<file path="src/rtl/idct_block_loader.sv">
// Zigzag-to-raster coefficient loader for a 64-input IDCT: clamps each coefficient,
// zero-fills after EOB and presents whole blocks on 64 parallel words with valid/ready.
module idct_block_loader #(
   parameter int WIDTH      = 16,
   parameter int CLAMP_BITS = 12
) (
   input  logic                    clk,
   input  logic                    rst,
   input  logic signed [WIDTH-1:0] in_data,
   input  logic                    in_valid,
   input  logic                    in_eob,
   output logic                    in_ready,
   output logic signed [WIDTH-1:0] out0,  out1,  out2,  out3,  out4,  out5,  out6,  out7,
   output logic signed [WIDTH-1:0] out8,  out9,  out10, out11, out12, out13, out14, out15,
   output logic signed [WIDTH-1:0] out16, out17, out18, out19, out20, out21, out22, out23,
   output logic signed [WIDTH-1:0] out24, out25, out26, out27, out28, out29, out30, out31,
   output logic signed [WIDTH-1:0] out32, out33, out34, out35, out36, out37, out38, out39,
   output logic signed [WIDTH-1:0] out40, out41, out42, out43, out44, out45, out46, out47,
   output logic signed [WIDTH-1:0] out48, out49, out50, out51, out52, out53, out54, out55,
   output logic signed [WIDTH-1:0] out56, out57, out58, out59, out60, out61, out62, out63,
   output logic                    out_valid,
   input  logic                    out_ready,
   output logic                    sat_flag
);

   localparam logic signed [WIDTH-1:0] C_MAX = WIDTH'((1 << (CLAMP_BITS - 1)) - 1);
   localparam logic signed [WIDTH-1:0] C_MIN = ~C_MAX;

   localparam logic [5:0] ZZ [64] = '{
       0,  1,  8, 16,  9,  2,  3, 10, 17, 24, 32, 25, 18, 11,  4,  5,
      12, 19, 26, 33, 40, 48, 41, 34, 27, 20, 13,  6,  7, 14, 21, 28,
      35, 42, 49, 56, 57, 50, 43, 36, 29, 22, 15, 23, 30, 37, 44, 51,
      58, 59, 52, 45, 38, 31, 39, 46, 53, 60, 61, 54, 47, 55, 62, 63};

   typedef enum logic {S_FILL, S_FULL} state_t;

   function automatic logic is_sat(input logic signed [WIDTH-1:0] v);
      return (v > C_MAX) || (v < C_MIN);
   endfunction

   function automatic logic signed [WIDTH-1:0] clamp(input logic signed [WIDTH-1:0] v);
      if (v > C_MAX)      return C_MAX;
      else if (v < C_MIN) return C_MIN;
      else                return v;
   endfunction

   state_t                  r_state, w_state_nxt;
   logic [5:0]              r_idx;
   logic signed [WIDTH-1:0] r_fill [64];
   logic                    r_fill_sat;
   logic signed [WIDTH-1:0] r_out [64];
   logic                    r_out_valid;
   logic                    r_sat_out;
   logic                    w_accept;
   logic                    w_xfer;

   assign w_accept  = in_valid & in_ready;
   assign out_valid = r_out_valid;
   assign sat_flag  = r_sat_out;

   always_ff @(posedge clk) begin
      if (rst) r_state <= S_FILL;
      else     r_state <= w_state_nxt;
   end

   // in_ready is a function of state and rst only, never of in_valid
   always_comb begin
      w_state_nxt = r_state;
      in_ready    = 1'b0;
      w_xfer      = 1'b0;
      case (r_state)
         S_FILL: begin
            in_ready = !rst;
            if (in_valid && !rst && (r_idx == 6'd63 || in_eob))
               w_state_nxt = S_FULL;
         end
         S_FULL: begin
            if (!r_out_valid || out_ready) begin
               w_xfer      = 1'b1;
               w_state_nxt = S_FILL;
            end
         end
      endcase
   end

   // Clearing the fill bank on every transfer is what realises EOB zero-fill
   always_ff @(posedge clk) begin
      if (rst || w_xfer) begin
         for (int i = 0; i < 64; i++) r_fill[i] <= '0;
         r_fill_sat <= 1'b0;
         r_idx      <= '0;
      end else if (w_accept) begin
         r_fill[ZZ[r_idx]] <= clamp(in_data);
         r_fill_sat        <= r_fill_sat | is_sat(in_data);
         r_idx             <= r_idx + 6'd1;
      end
   end

   // A transfer on the same edge as downstream acceptance keeps out_valid high
   always_ff @(posedge clk) begin
      if (rst) begin
         for (int i = 0; i < 64; i++) r_out[i] <= '0;
         r_out_valid <= 1'b0;
         r_sat_out   <= 1'b0;
      end else if (w_xfer) begin
         r_out       <= r_fill;
         r_out_valid <= 1'b1;
         r_sat_out   <= r_fill_sat;
      end else if (r_out_valid && out_ready) begin
         r_out_valid <= 1'b0;
      end
   end

   assign out0  = r_out[0];  assign out1  = r_out[1];  assign out2  = r_out[2];  assign out3  = r_out[3];
   assign out4  = r_out[4];  assign out5  = r_out[5];  assign out6  = r_out[6];  assign out7  = r_out[7];
   assign out8  = r_out[8];  assign out9  = r_out[9];  assign out10 = r_out[10]; assign out11 = r_out[11];
   assign out12 = r_out[12]; assign out13 = r_out[13]; assign out14 = r_out[14]; assign out15 = r_out[15];
   assign out16 = r_out[16]; assign out17 = r_out[17]; assign out18 = r_out[18]; assign out19 = r_out[19];
   assign out20 = r_out[20]; assign out21 = r_out[21]; assign out22 = r_out[22]; assign out23 = r_out[23];
   assign out24 = r_out[24]; assign out25 = r_out[25]; assign out26 = r_out[26]; assign out27 = r_out[27];
   assign out28 = r_out[28]; assign out29 = r_out[29]; assign out30 = r_out[30]; assign out31 = r_out[31];
   assign out32 = r_out[32]; assign out33 = r_out[33]; assign out34 = r_out[34]; assign out35 = r_out[35];
   assign out36 = r_out[36]; assign out37 = r_out[37]; assign out38 = r_out[38]; assign out39 = r_out[39];
   assign out40 = r_out[40]; assign out41 = r_out[41]; assign out42 = r_out[42]; assign out43 = r_out[43];
   assign out44 = r_out[44]; assign out45 = r_out[45]; assign out46 = r_out[46]; assign out47 = r_out[47];
   assign out48 = r_out[48]; assign out49 = r_out[49]; assign out50 = r_out[50]; assign out51 = r_out[51];
   assign out52 = r_out[52]; assign out53 = r_out[53]; assign out54 = r_out[54]; assign out55 = r_out[55];
   assign out56 = r_out[56]; assign out57 = r_out[57]; assign out58 = r_out[58]; assign out59 = r_out[59];
   assign out60 = r_out[60]; assign out61 = r_out[61]; assign out62 = r_out[62]; assign out63 = r_out[63];

endmodule

</file>
<file path="config.mk">
export PLATFORM = sky130hd
export DESIGN_NAME = idct_block_loader
export DESIGN_NICKNAME = d
export VERILOG_FILES = /design/src/rtl/idct_block_loader.sv
export SDC_FILE = /design/constraint.sdc
export NUM_CORES = 2
export LEC_CHECK = 0
export BUFFER_PORTS_ARGS = -buffer_cell sky130_fd_sc_hd__buf_2
export CAP_MARGIN = 20
export CORE_AREA = 2 2 412 414
export CTS_BUF_LIST = sky130_fd_sc_hd__clkbuf_4
export DETAILED_ROUTE_END_ITERATION = 6
export DIE_AREA = 0 0 414 416
export SKIP_CTS_REPAIR_TIMING = 1
export SYNTH_ARGS = -nofsm -noshare
export SYNTH_HDL_FRONTEND = slang
export SYNTH_SLANG_ARGS = --single-unit
</file>
<file path="constraint.sdc">
create_clock -name clk -period 4.05 [get_ports clk]
set_input_delay 1.0125 -clock clk [delete_from_list [all_inputs] [get_ports clk]]
set_output_delay 1.0125 -clock clk [all_outputs]
set_load 0.05 [all_outputs]
</file>
==> flow_summary.toml <==
[power_and_ir_drop]
power-per-cell-area_nw_per_um2 = 454
seq_power_share_pct = 51.2
clockPowerShare_pct = 45.0
switching_power_mw = 9.71
comb_power_share_pct = 3.8
power_report.internal_total_mw = 29.9
p_leak_nw = 39.1
sw_frac_of_total_pct = 24.5
peak_vdd_ir_v = 0.000326

[worst_setup_path]
cpMaxStageDelayCell = "nor3_4"
worst_path_dominant_cell_family = "simple AND/OR/NAND/NOR gates"
critPathLaunchType = "flip-flop"
worst_ep_required_time_ns = 5.22
crit_type = "flip-flop to flip-flop"
critical_path.max_stage_delay_ns = 0.64
setup.worst_path.start = "r_idx[1]$_SDFFE_PP0P_"
endpoint_kind = "flip-flop"
worstPathCellList = "inv_1 > ha_1 > xnor2_2 > a21oi_2 > a32oi_4 > nor3_4 > buf_4 > nand4_4 > mux2i_1"
worst-path-max-fanout = 16
reg2reg_to = "r_fill[413]$_SDFFE_PP0P_"
r2r_cells = 9
timing.reg2reg.setup_slack_ns = 0.20
cp_data_arrival_time_ns = 5.02
cp.buffers_inverters = 2
worst_r2r_startpoint = "r_idx[1]$_SDFFE_PP0P_"

[logic_synthesis]
syn_area_per_cell_um2 = 9.10
synth_largest_area_cell = "dfxtp_1"
yosys_register_bits = 2058
synth-warning-count = 0
ys_async_sr_fraction_pct = 0
postSynthNetCount = 8155
synth.yosys.seq_area_share_pct = 55.8
netlist.area_leader.share_pct = 55.8
post_synth_main_area_contributors = "dfxtp_1, nand2_1, mux2i_1"
yosys_most_used_dff = "dfxtp_1"
unique_masters_post_synth = 72
synthesis.instances = 8117
netlist_area_um2 = 73900
synth_enable_flop_cells = 0

[floorplan]
die-height_um = 416
initial_core_util_pct = 43.9
floorplan.die_area_um2 = 172000
fp.dieW_um = 414
coreArea_um2 = 168000
ios = 1048
floorplan.rows = 151

[place]
dpl.hpwl_mm = 149
io_buffer_count = 1047
routabilityCongestion = 0.840
post-place-cells = 10837

[sta]
rsz0062_at_grt = "no"
fmax_mhz = 260
finalSetupViolCount = 0
min_period_ns = 3.85
finalHoldViolCount = 0
report.final.slew_viol_count = 0
final.period_utilization_pct = 95.0
worst_slew_pin_slew_ns = 1.21
final.setup_skew_ns = 0.0791
final_layout_setup_total_negative_slack_ns = 0
finalHoldWorstSlack_ns = 0.177
slew_headroom_pct = 19.6

[grt]
grt-ovfl-total = 0
wire_length_of_the_first_global_routing_pass_mm = 366
largest_net_degree_at_the_start_of_global_routing = 222
first_global_vias = 58305
grt_use_total_pct = 27.9
grt_antenna_before_repair = 5

[cells_and_area]
largest_reg_flops = 1024
syn2layout_area_growth_pct = 18.0
drive_gt1_share_pct = 22.2
max_flop_register = "r_fill"
layout.nets = 9220
finish.cell_count_without_fillers = 11744

[routing]
routedWlPerCell_um = 21.5
detail_route.wirelength_mm = 252
drtPass1Iterations = 6
drt_drc_violations_left = 0
ant_nets = 0
1st_iter_drt_viols = 4842
route.vias.total = 61103
avgViaCountPerCell = 5.20

[cts]
total_cts_buffers = 558
cts.clk_slew.worst_paths_ns = 0.07
clockBufferDepth = 4
cts_tree = "yes"
cts_htree_levels = 6
clock-root-buffer = "clkbuf_4"
worstSkewPairLatency_ns = 1.38
cts.sink_count = 2058

[hold_path]
hold-path-cell-count = 3
worst_hold_startpoint = "rst"
hold-path-endpoint = "r_state$_SDFF_PP0_"
hold_path_class = "input port to flip-flop"

[flow_run]
drv.max_cap_violation_count = 0

[status]
status = "finished, final reports clean"
==> metal layers <==
layer | track usage [%] | wire length (um)
met1 | 34.5 | 105000
met2 | 44.4 | 117000
met3 | 6.59 | 16300
met4 | 16.1 | 13800
met5 | 0 | 0
==> logic make-up after synthesis <==
kind of cell / after synthesis / share of synthesized area, %
mux: 1028 / 13.9
xor+xnor: 6 / 0.0813
compound gates: 1098 / 7.91
flops: 2058 / 55.8
buf+inv: 671 / 4.17
simple gates: 3239 / 17.8
fa+ha+maj: 17 / 0.288
==> area by class of cell <==
class	count	area [um2]
Antenna cell	6	15.0
Fill cell	16059	81000
Tap cell	2218	2780
Multi-Input combinational cell	5389	29800
Clock buffer	804	6040
Inverter	9	33.8
Timing Repair Buffer	1166	6720
Sequential cell	2058	41200
Clock inverter	94	520
==> worst min-delay path: cells and delay by family <==
family / cells / cell delay, ns
buffers and inverters: 2 / 0.31
AND/OR/NAND/NOR: 1 / 0.15
==> synthesized netlist by cell type, types with 2 or more instances <==
master and number:
or3b_1 2, buf_2 12, and4_1 2, inv_1 8, nand4_1 3, clkbuf_1 550, nand3_4 9, a32oi_1 2
ha_1 17, nor3_1 2, o21ai_0 15, nand3_2 10, o211ai_1 2, buf_12 5, a2111oi_4 7, a311oi_1 3
and3_1 12, dfxtp_1 2058, o21ai_1 9, mux2i_1 1026, nor2_1 21, and2_1 7, nand3_1 5, nand3b_1 2
nor3_2 7, nand2b_1 10, nand4_4 34, buf_1 9, nand2_1 3087, buf_6 38, a21oi_1 1034, buf_4 48
o31ai_1 2, nor2b_1 17, xnor2_1 4, a21oi_2 2
==> power by group through the flow <==
stage | clock (mW) | combinational [mW] | sequential (mW)
floorplan | 0 | 0.821 | 20.7
detailed placement | 0 | 1.50 | 20.7
finish | 17.8 | 1.50 | 20.3
global placement | 0 | 1.50 | 20.7
global route | 19.4 | 1.56 | 20.3
CTS | 18.3 | 1.50 | 20.3
==> metrics by stage <==
| step | cell area, um2 | setup WS (ns) | power, mW | util [%] |
|---|---|---|---|---|
| final | 87200 | 0.202 | 39.6 | 51.8 |
| after CTS | 87100 | 0.0607 | 40.1 | 51.8 |
| after global routing | 87100 | 0.0212 | 41.2 | 51.8 |
| after global placement | 80600 | 0.163 | 22.2 | 47.9 |
| after floorplan | 73900 | 0.427 | 21.5 | - |
| after detailed placement | 80600 | 0.127 | 22.2 | 47.9 |
==> cell usage in the layout, fill, tap and decap left out, types with 7 or more instances in the layout <==
cell and instances:
nand2_1 3086, dfxtp_1 2057, buf_2 1046, a21oi_1 1034, mux2i_1 1026, clkbuf_4 804
buf_4 71, clkinv_1 60, buf_12 46, nand4_4 34, inv_2 21, nor2_1 19
nor2b_1 17, ha_1 17, o21ai_4 15, and3_1 11, nand2b_1 10, nand3_4 10
nand3_2 10, inv_1 8, clkinv_2 8, o21ai_0 7, nor3_2 7, a2111oi_4 7
==> worst max path at each step <==
stage	slack, ns	endpoint	depth (start not counted)
after floorplan	0.43	r_fill[11]$_SDFFE_PP0P_	9
after CTS	0.06	r_fill[285]$_SDFFE_PP0P_	7
after global placement	0.16	r_fill[283]$_SDFFE_PP0P_	7
after detailed placement	0.13	r_fill[283]$_SDFFE_PP0P_	7
final	0.20	r_fill[413]$_SDFFE_PP0P_	9
after global routing	0.02	r_fill[407]$_SDFFE_PP0P_	9
No activity file was read; power rests on OpenSTA's default activity.
